**config.mk**
```make
export PLATFORM = sky130hd
export DESIGN_NAME = ram_burst_master
export DESIGN_NICKNAME = d
export VERILOG_FILES = /design/src/rtl/ram_pkg.sv /design/src/rtl/ram_addr_gen.sv /design/src/rtl/ram_burst_master.sv
export SDC_FILE = /design/constraint.sdc
export NUM_CORES = 1
export LEC_CHECK = 0
export ABC_AREA = 1
export CORE_ASPECT_RATIO = 0.75
export CORE_MARGIN = 2
export CORE_UTILIZATION = 41
export DETAILED_ROUTE_END_ITERATION = 10
export PLACE_DENSITY = 0.83
export SLEW_MARGIN = 20
export SYNTH_ARGS = -nofsm -noshare
export SYNTH_HDL_FRONTEND = slang
export SYNTH_SLANG_ARGS = --single-unit
```
**constraint.sdc**
```tcl
create_clock -name clk -period 1.5 [get_ports clk]
set_input_delay 0.3 -clock clk [delete_from_list [all_inputs] [get_ports clk]]
set_output_delay 0.3 -clock clk [all_outputs]
set_load 0.01 [all_outputs]
```
**src/rtl/ram_pkg.sv**
```systemverilog
`default_nettype none
// +--------------------------------------------------------------------------+
// | Module   : ram_pkg                                                       |
// | Purpose  : Shared definitions for the SPRAM initiator and responder:     |
// |            memory size, word width, address-bit fields and the burst     |
// |            master state encoding.                                        |
// | Ports    : none (package)                                                |
// | Revision : 1.0 - initial release                                         |
// +--------------------------------------------------------------------------+
package ram_pkg;

  // Total SPRAM size in bytes; addresses wrap modulo this value.
  localparam int MEM_BYTES = 131072;

  // Width of one memory word.
  localparam int WORD_W = 16;

  // Byte-address field layout shared with the RAM responder.
  localparam int c_bank_msb = 16;
  localparam int c_bank_lsb = 15;
  localparam int c_word_msb = 14;
  localparam int c_word_lsb = 1;

  // Burst master states.
  typedef enum logic [2:0] {
    ST_IDLE     = 3'd0,
    ST_WRITE    = 3'd1,
    ST_RD_ISSUE = 3'd2,
    ST_RD_WAIT  = 3'd3,
    ST_FINISH   = 3'd4
  } state_t;

endpackage
`default_nettype wire

```
**src/rtl/ram_addr_gen.sv**
```systemverilog
`default_nettype none
// +--------------------------------------------------------------------------+
// | Module   : ram_addr_gen                                                  |
// | Purpose  : Loadable word-address and remaining-count generator for one  |
// |            burst. The address advances one word per step and wraps      |
// |            modulo MEM_BYTES; 'last' flags the final word of the burst.  |
// | Ports    : clk, reset_n   - clock, synchronous active-low reset         |
// |            load          - capture load_word / load_len                 |
// |            load_word     - start address as a word index                |
// |            load_len      - burst length in words                        |
// |            step          - advance address, consume one word            |
// |            addr          - current even byte address                    |
// |            last          - exactly one word remains                     |
// | Revision : 1.0 - initial release                                         |
// +--------------------------------------------------------------------------+
module ram_addr_gen #(
  parameter int MEM_BYTES = 131072,
  parameter int LEN_W     = 16
) (
  input  logic                           clk,
  input  logic                           reset_n,
  input  logic                           load,
  input  logic [$clog2(MEM_BYTES)-2:0]   load_word,
  input  logic [LEN_W-1:0]               load_len,
  input  logic                           step,
  output logic [$clog2(MEM_BYTES)-1:0]   addr,
  output logic                           last
);

  localparam int c_aw = $clog2(MEM_BYTES);

  // Holding a word index rather than a byte address keeps bit 0 at zero by
  // construction and makes the modulo wrap a plain binary overflow.
  logic [c_aw-2:0]  r_word;
  logic [LEN_W-1:0] r_remaining;

  always_ff @(posedge clk) begin
    if (!reset_n) begin
      r_word      <= '0;
      r_remaining <= '0;
    end else if (load) begin
      r_word      <= load_word;
      r_remaining <= load_len;
    end else if (step) begin
      r_word      <= r_word + (c_aw-1)'(1);
      r_remaining <= r_remaining - LEN_W'(1);
    end
  end

  assign addr = {r_word, 1'b0};
  assign last = (r_remaining == LEN_W'(1));

endmodule
`default_nettype wire

```
**src/rtl/ram_burst_master.sv**
```systemverilog
`default_nettype none
// +--------------------------------------------------------------------------+
// | Module   : ram_burst_master                                              |
// | Purpose  : Initiator on the SPRAM word port. Converts one command (byte  |
// |            start address, word count, direction) into a burst of        |
// |            single-word writes or reads, exchanging data with the        |
// |            processing pipeline over valid/ready streams.                |
// | Ports    : clk, reset_n                    - clock, sync active-low rst |
// |            cmd_valid/ready/write/addr/len  - burst command              |
// |            wr_data/valid/ready             - write data stream (in)     |
// |            rd_data/valid/ready             - read data stream (out)     |
// |            done                            - burst complete pulse       |
// |            mem_addr/wr_en/rd_en/data_write - memory request side        |
// |            mem_data_read/_valid            - memory read return         |
// | Revision : 1.0 - initial release                                         |
// +--------------------------------------------------------------------------+
module ram_burst_master #(
  parameter int MEM_BYTES = ram_pkg::MEM_BYTES,
  parameter int LEN_W     = 16
) (
  input  logic             clk,
  input  logic             reset_n,
  input  logic             cmd_valid,
  output logic             cmd_ready,
  input  logic             cmd_write,
  input  logic [31:0]      cmd_addr,
  input  logic [LEN_W-1:0] cmd_len,
  input  logic [15:0]      wr_data,
  input  logic             wr_valid,
  output logic             wr_ready,
  output logic [15:0]      rd_data,
  output logic             rd_valid,
  input  logic             rd_ready,
  output logic             done,
  output logic [31:0]      mem_addr,
  output logic             mem_wr_en,
  output logic             mem_rd_en,
  output logic [15:0]      mem_data_write,
  input  logic [15:0]      mem_data_read,
  input  logic             mem_data_read_valid
);

  import ram_pkg::*;

  localparam int c_aw = $clog2(MEM_BYTES);

  state_t            r_state;
  state_t            w_next;

  logic              w_load;
  logic              w_step;
  logic              w_wr_fire;
  logic              w_rd_issue;
  logic              w_rd_load;
  logic              w_last;
  logic [c_aw-1:0]   w_addr;

  logic [c_aw-1:0]   r_mem_addr;
  logic              r_mem_wr_en;
  logic              r_mem_rd_en;
  logic [WORD_W-1:0] r_mem_data_write;
  logic [WORD_W-1:0] r_rd_data;
  logic              r_rd_valid;

  // Address bits above the memory range and the byte-select bit are
  // architecturally ignored.
  logic              w_unused_addr_bits;
  assign w_unused_addr_bits = ^{cmd_addr[31:c_aw], cmd_addr[0]};

  ram_addr_gen #(
    .MEM_BYTES (MEM_BYTES),
    .LEN_W     (LEN_W)
  ) u_addr_gen (
    .clk       (clk),
    .reset_n   (reset_n),
    .load      (w_load),
    .load_word (cmd_addr[c_aw-1:1]),
    .load_len  (cmd_len),
    .step      (w_step),
    .addr      (w_addr),
    .last      (w_last)
  );

  always_ff @(posedge clk) begin
    if (!reset_n) begin
      r_state <= ST_IDLE;
    end else begin
      r_state <= w_next;
    end
  end

  always_comb begin
    w_next     = r_state;
    cmd_ready  = 1'b0;
    wr_ready   = 1'b0;
    done       = 1'b0;
    w_load     = 1'b0;
    w_step     = 1'b0;
    w_wr_fire  = 1'b0;
    w_rd_issue = 1'b0;
    w_rd_load  = 1'b0;

    case (r_state)
      ST_IDLE: begin
        cmd_ready = 1'b1;
        if (cmd_valid) begin
          w_load = 1'b1;
          if (cmd_len == '0) begin
            w_next = ST_FINISH;
          end else if (cmd_write) begin
            w_next = ST_WRITE;
          end else begin
            w_next = ST_RD_ISSUE;
          end
        end
      end

      ST_WRITE: begin
        wr_ready = 1'b1;
        if (wr_valid) begin
          w_wr_fire = 1'b1;
          w_step    = 1'b1;
          if (w_last) begin
            w_next = ST_FINISH;
          end
        end
      end

      ST_RD_ISSUE: begin
        // Only one word may be in flight: the returning word needs a free
        // output register when it lands two cycles later.
        if (!r_rd_valid || rd_ready) begin
          w_rd_issue = 1'b1;
          w_next     = ST_RD_WAIT;
        end
      end

      ST_RD_WAIT: begin
        // The return cannot legally coincide with the strobe cycle itself;
        // ignoring it there also keeps read strobes at least two cycles apart.
        if (mem_data_read_valid && !r_mem_rd_en) begin
          w_rd_load = 1'b1;
          w_step    = 1'b1;
          w_next    = w_last ? ST_FINISH : ST_RD_ISSUE;
        end
      end

      ST_FINISH: begin
        // For reads, completion is reported only once the last word is taken.
        if (!r_rd_valid) begin
          done   = 1'b1;
          w_next = ST_IDLE;
        end
      end

      default: begin
        w_next = ST_IDLE;
      end
    endcase
  end

  always_ff @(posedge clk) begin
    if (!reset_n) begin
      r_mem_addr       <= '0;
      r_mem_wr_en      <= 1'b0;
      r_mem_rd_en      <= 1'b0;
      r_mem_data_write <= '0;
      r_rd_data        <= '0;
      r_rd_valid       <= 1'b0;
    end else begin
      r_mem_wr_en <= w_wr_fire;
      r_mem_rd_en <= w_rd_issue;

      if (w_wr_fire) begin
        r_mem_addr       <= w_addr;
        r_mem_data_write <= wr_data;
      end else if (w_rd_issue) begin
        r_mem_addr <= w_addr;
      end

      if (w_rd_load) begin
        r_rd_data  <= mem_data_read;
        r_rd_valid <= 1'b1;
      end else if (rd_ready) begin
        r_rd_valid <= 1'b0;
      end
    end
  end

  assign mem_addr       = {{(32-c_aw){1'b0}}, r_mem_addr};
  assign mem_wr_en      = r_mem_wr_en;
  assign mem_rd_en      = r_mem_rd_en;
  assign mem_data_write = r_mem_data_write;
  assign rd_data        = r_rd_data;
  assign rd_valid       = r_rd_valid;

endmodule
`default_nettype wire

```
==> reports/metrics.yaml <==
wl_per_cell_um: 14.3
final_layout_size_suffix_gt1_share_pct: 21.7
syn-cell-area_um2: 4430
vdd_drop_max_mv: 0.979
viasPerCell: 5.12
cp_num_cells: 10
drt_pass1_iterations: 5
finalCritPeriodShare_pct: 104
slew_viol_final: 0
netlist_instances: 654
ioPinCount: 157
placedCellCount: 954
cts_sinks: 86
cp-start-kind: "flip-flop"
run_status: "complete, but fails checks"
whs_path_depth: 2
crit_path_cell_trace: "buf_6 -> nand2_4 -> nor2_4 -> nand2_4 -> nand3_4 -> buf_4 -> clkbuf_16 -> o21ai_0 -> nand2_1 -> a21oi_1"
setup_viol: 3
r2r-start: "r_state[1]$_SDFFE_PN0P_"
syn_avg_cell_area_um2: 6.77
maxCapViolations: 0
antenna_found_initial: 0
violations: "setup timing"
hpwl_um: 9300
io_buffer_count: 124
crit_slowest_cell: "dfxtp_4"
required_ns: 1.71
postRouteAntennaNets: 0
cts_tree: "yes"
worst_hold_path_type: "flip-flop to flip-flop"
yosysSeqAreaShare_pct: 38.9
critPathTopFamily: "simple AND/OR/NAND/NOR gates"
clockBufferDepth: 2
nNetsFinal: 929
critical_path_buf_inv_count: 3
gp_congestion: 0.896
start_util_pct: 42.5
crit_fanout: 5
cts-root-buf: "clkbuf_16"
routed_wl_um: 14000
synth_ff_type: "dfxtp_1"
first_iter_violations: 525
grt.total_usage_pct: 21.9
fmax_mhz: 641
synth-async-reset-ratio_pct: 0
die_x_um: 124
path_common_cell: "nand2_4"
setup_slack_ns: -0.0592
grt_pass1_vias: 4273
fin_crit_ns: 1.56
antenna_cells: 0
fin_tns_setup_ns: -0.0637
route.detailed.drc: 0
worstSetupPathType: "flip-flop to flip-flop"
die_area_um2: 11600
fin_skew_ns: 0.00584
yosys_warnings: 0
stdcell_count: 980
synth_edf_count: 0
startpoint: "r_state[1]$_SDFFE_PN0P_"
vias: 5016
grt_start_max_net_pins: 26
critPathCaptureType: "flip-flop"
yosys.area.top_type: "dfxtp_1"
synth_area_leaders: "dfxtp_1 (39%), nor2_1 (11%), nand2_1 (10%), o21ai_0 (8.8%), nand3_1 (4.5%)"
holdCritStartpoint: "mem_data_write[8]$_SDFFE_PN0P_"
grt_pass1_wl_um: 20300
p_leak_nw: 3.18
core-area_um2: 10400
rr_worst_depth: 10
placementRows: 32
cts_buffers: 9
ys_seq_elements: 86
finalHoldViolations: 0
syn_to_final_growth_pct: 54.7
ctsHtreeMaxLevel: 3
yosys.area.top_type_share_pct: 38.9
clk_pin_slew_ns: 0.07
cpPeakStageDelay_ns: 0.39
fp.dieH_um: 94.0
crit_arrival_ns: 1.77
overflow: 0
postCtsHoldBufs: 0
power.density_nw_per_um2: 2030
clock_latency_ns: 0.33
netlist-cell-type-count: 34
grt_setup_unrepaired: "yes"
## final timing paths
path,to,slack [ns]
max,u_addr_gen.r_remaining[5]$_SDFFE_PN0P_,-0.06
min,mem_data_write[8]$_SDFFE_PN0P_,0.48
max reg2reg,u_addr_gen.r_remaining[5]$_SDFFE_PN0P_,-0.06
min reg2reg,mem_data_write[8]$_SDFFE_PN0P_,0.48
## logic make-up after synthesis
kind of cell	synth area share (%)
buf+inv	10.7
flops	38.9
fa+ha+maj	0.848
simple gates	32.1
xor+xnor	0.594
compound gates	16.7
other cells	0.0847
## layout make-up
class | instances | area (µm²)
flip-flops and latches | 86 | 1740
well taps | 136 | 170
clock inverters | 6 | 68.8
multi-input cells | 490 | 2430
fillers | 874 | 3560
repair buffers | 204 | 2020
clock buffers | 10 | 239
inverters | 48 | 185
## power breakdown
group          leakage (nW)  internal [mW]  switching [mW]
registers             0.706           3.05           0.562
clock network         0.149           1.35           0.947
logic                  2.33           3.73            4.24
total                  3.18           8.13            5.75
## cells in the mapped netlist (2+ instances only)
library cell	instances
a31oi_1	3
ha_1	3
nor2_1	135
nand3b_1	6
o21ai_2	5
inv_2	5
nand4_1	5
buf_6	2
a211oi_1	2
buf_2	5
or2_2	10
a21oi_2	5
o21ai_1	2
a21oi_1	38
nand2_1	122
dfxtp_1	86
nand3_1	40
nand2_4	3
xor2_1	3
buf_4	25
clkbuf_1	12
o211ai_1	3
clkinv_1	2
nor3_1	5
o21ai_0	78
inv_1	41
## routing by layer
metal | wire, µm | vias up | share of wire (%) | global-route usage (%)
li1 | - | 2466 | - | -
met1 | 6110 | 2257 | 44 | 31.1
met2 | 6260 | 273 | 45 | 33.8
met3 | 1480 | 20 | 11 | 5.76
met4 | 165 | 0 | 1.2 | 3.65
met5 | 0 | - | 0 | 0
## layout by cell type (no fill, tap or decap), types with 4 or more instances in the layout
cell,instances
conb_1,16
dfxtp_1,76
nand2_4,4
dfxtp_2,8
nand3_1,39
inv_2,5
dlymetal6s2s_1,7
or2_2,10
a21oi_2,7
nor3_1,5
nand2_2,11
clkdlybuf4s50_1,70
nand2_1,111
clkbuf_16,12
o21ai_2,7
nor2_1,117
o21ai_1,14
nor2_4,6
o21ai_0,64
dlygate4sd2_1,44
nand4_1,5
nand3b_1,6
nor2_2,14
buf_4,61
buf_12,10
inv_1,39
a21oi_1,36
buf_6,6
## registers in the layout, summed over array words and instances, names as in the netlist
| register | count |
|---|---|
| mem_data_write | 16 |
| rd_valid | 1 |
| mem_rd_en | 1 |
| rd_data | 16 |
| u_addr_gen.r_remaining | 16 |
| r_state | 3 |
| mem_wr_en | 1 |
| r_mem_addr | 16 |
| u_addr_gen.r_word | 16 |
## worst min-delay path: stages (launching register included)
cell and delay [ns]:
dfxtp_1 0.32, nor2_1 0.04, nor2_1 0.08
## stage by stage
step | utilization, % | hold WS (ns) | setup slack [ns] | total power [mW] | instance area, µm²
2_1_floorplan | - | 0.453 | 0.0807 | 7.47 | 4480
3_3_place_gp | 60.0 | 0.461 | -0.260 | 10.3 | 6250
3_5_place_dp | 60.0 | 0.471 | -0.281 | 10.4 | 6250
4_1_cts | 62.9 | 0.481 | 0.000232 | 12.7 | 6550
5_1_grt | 65.8 | 0.508 | -0.115 | 14.8 | 6850
6_report | 65.8 | 0.478 | -0.0592 | 13.9 | 6850
## what timing repair did
| item | CTS | global route |
|---|---|---|
| endpoints found under the setup margin | 93 | 47 |
| buffers inserted | 0 | 6 |
| gates cloned | 1 | 3 |
| gates resized for setup | 64 | 81 |
| pin swaps | 0 | 19 |
Note: power is estimated with default switching activity, not from simulation.
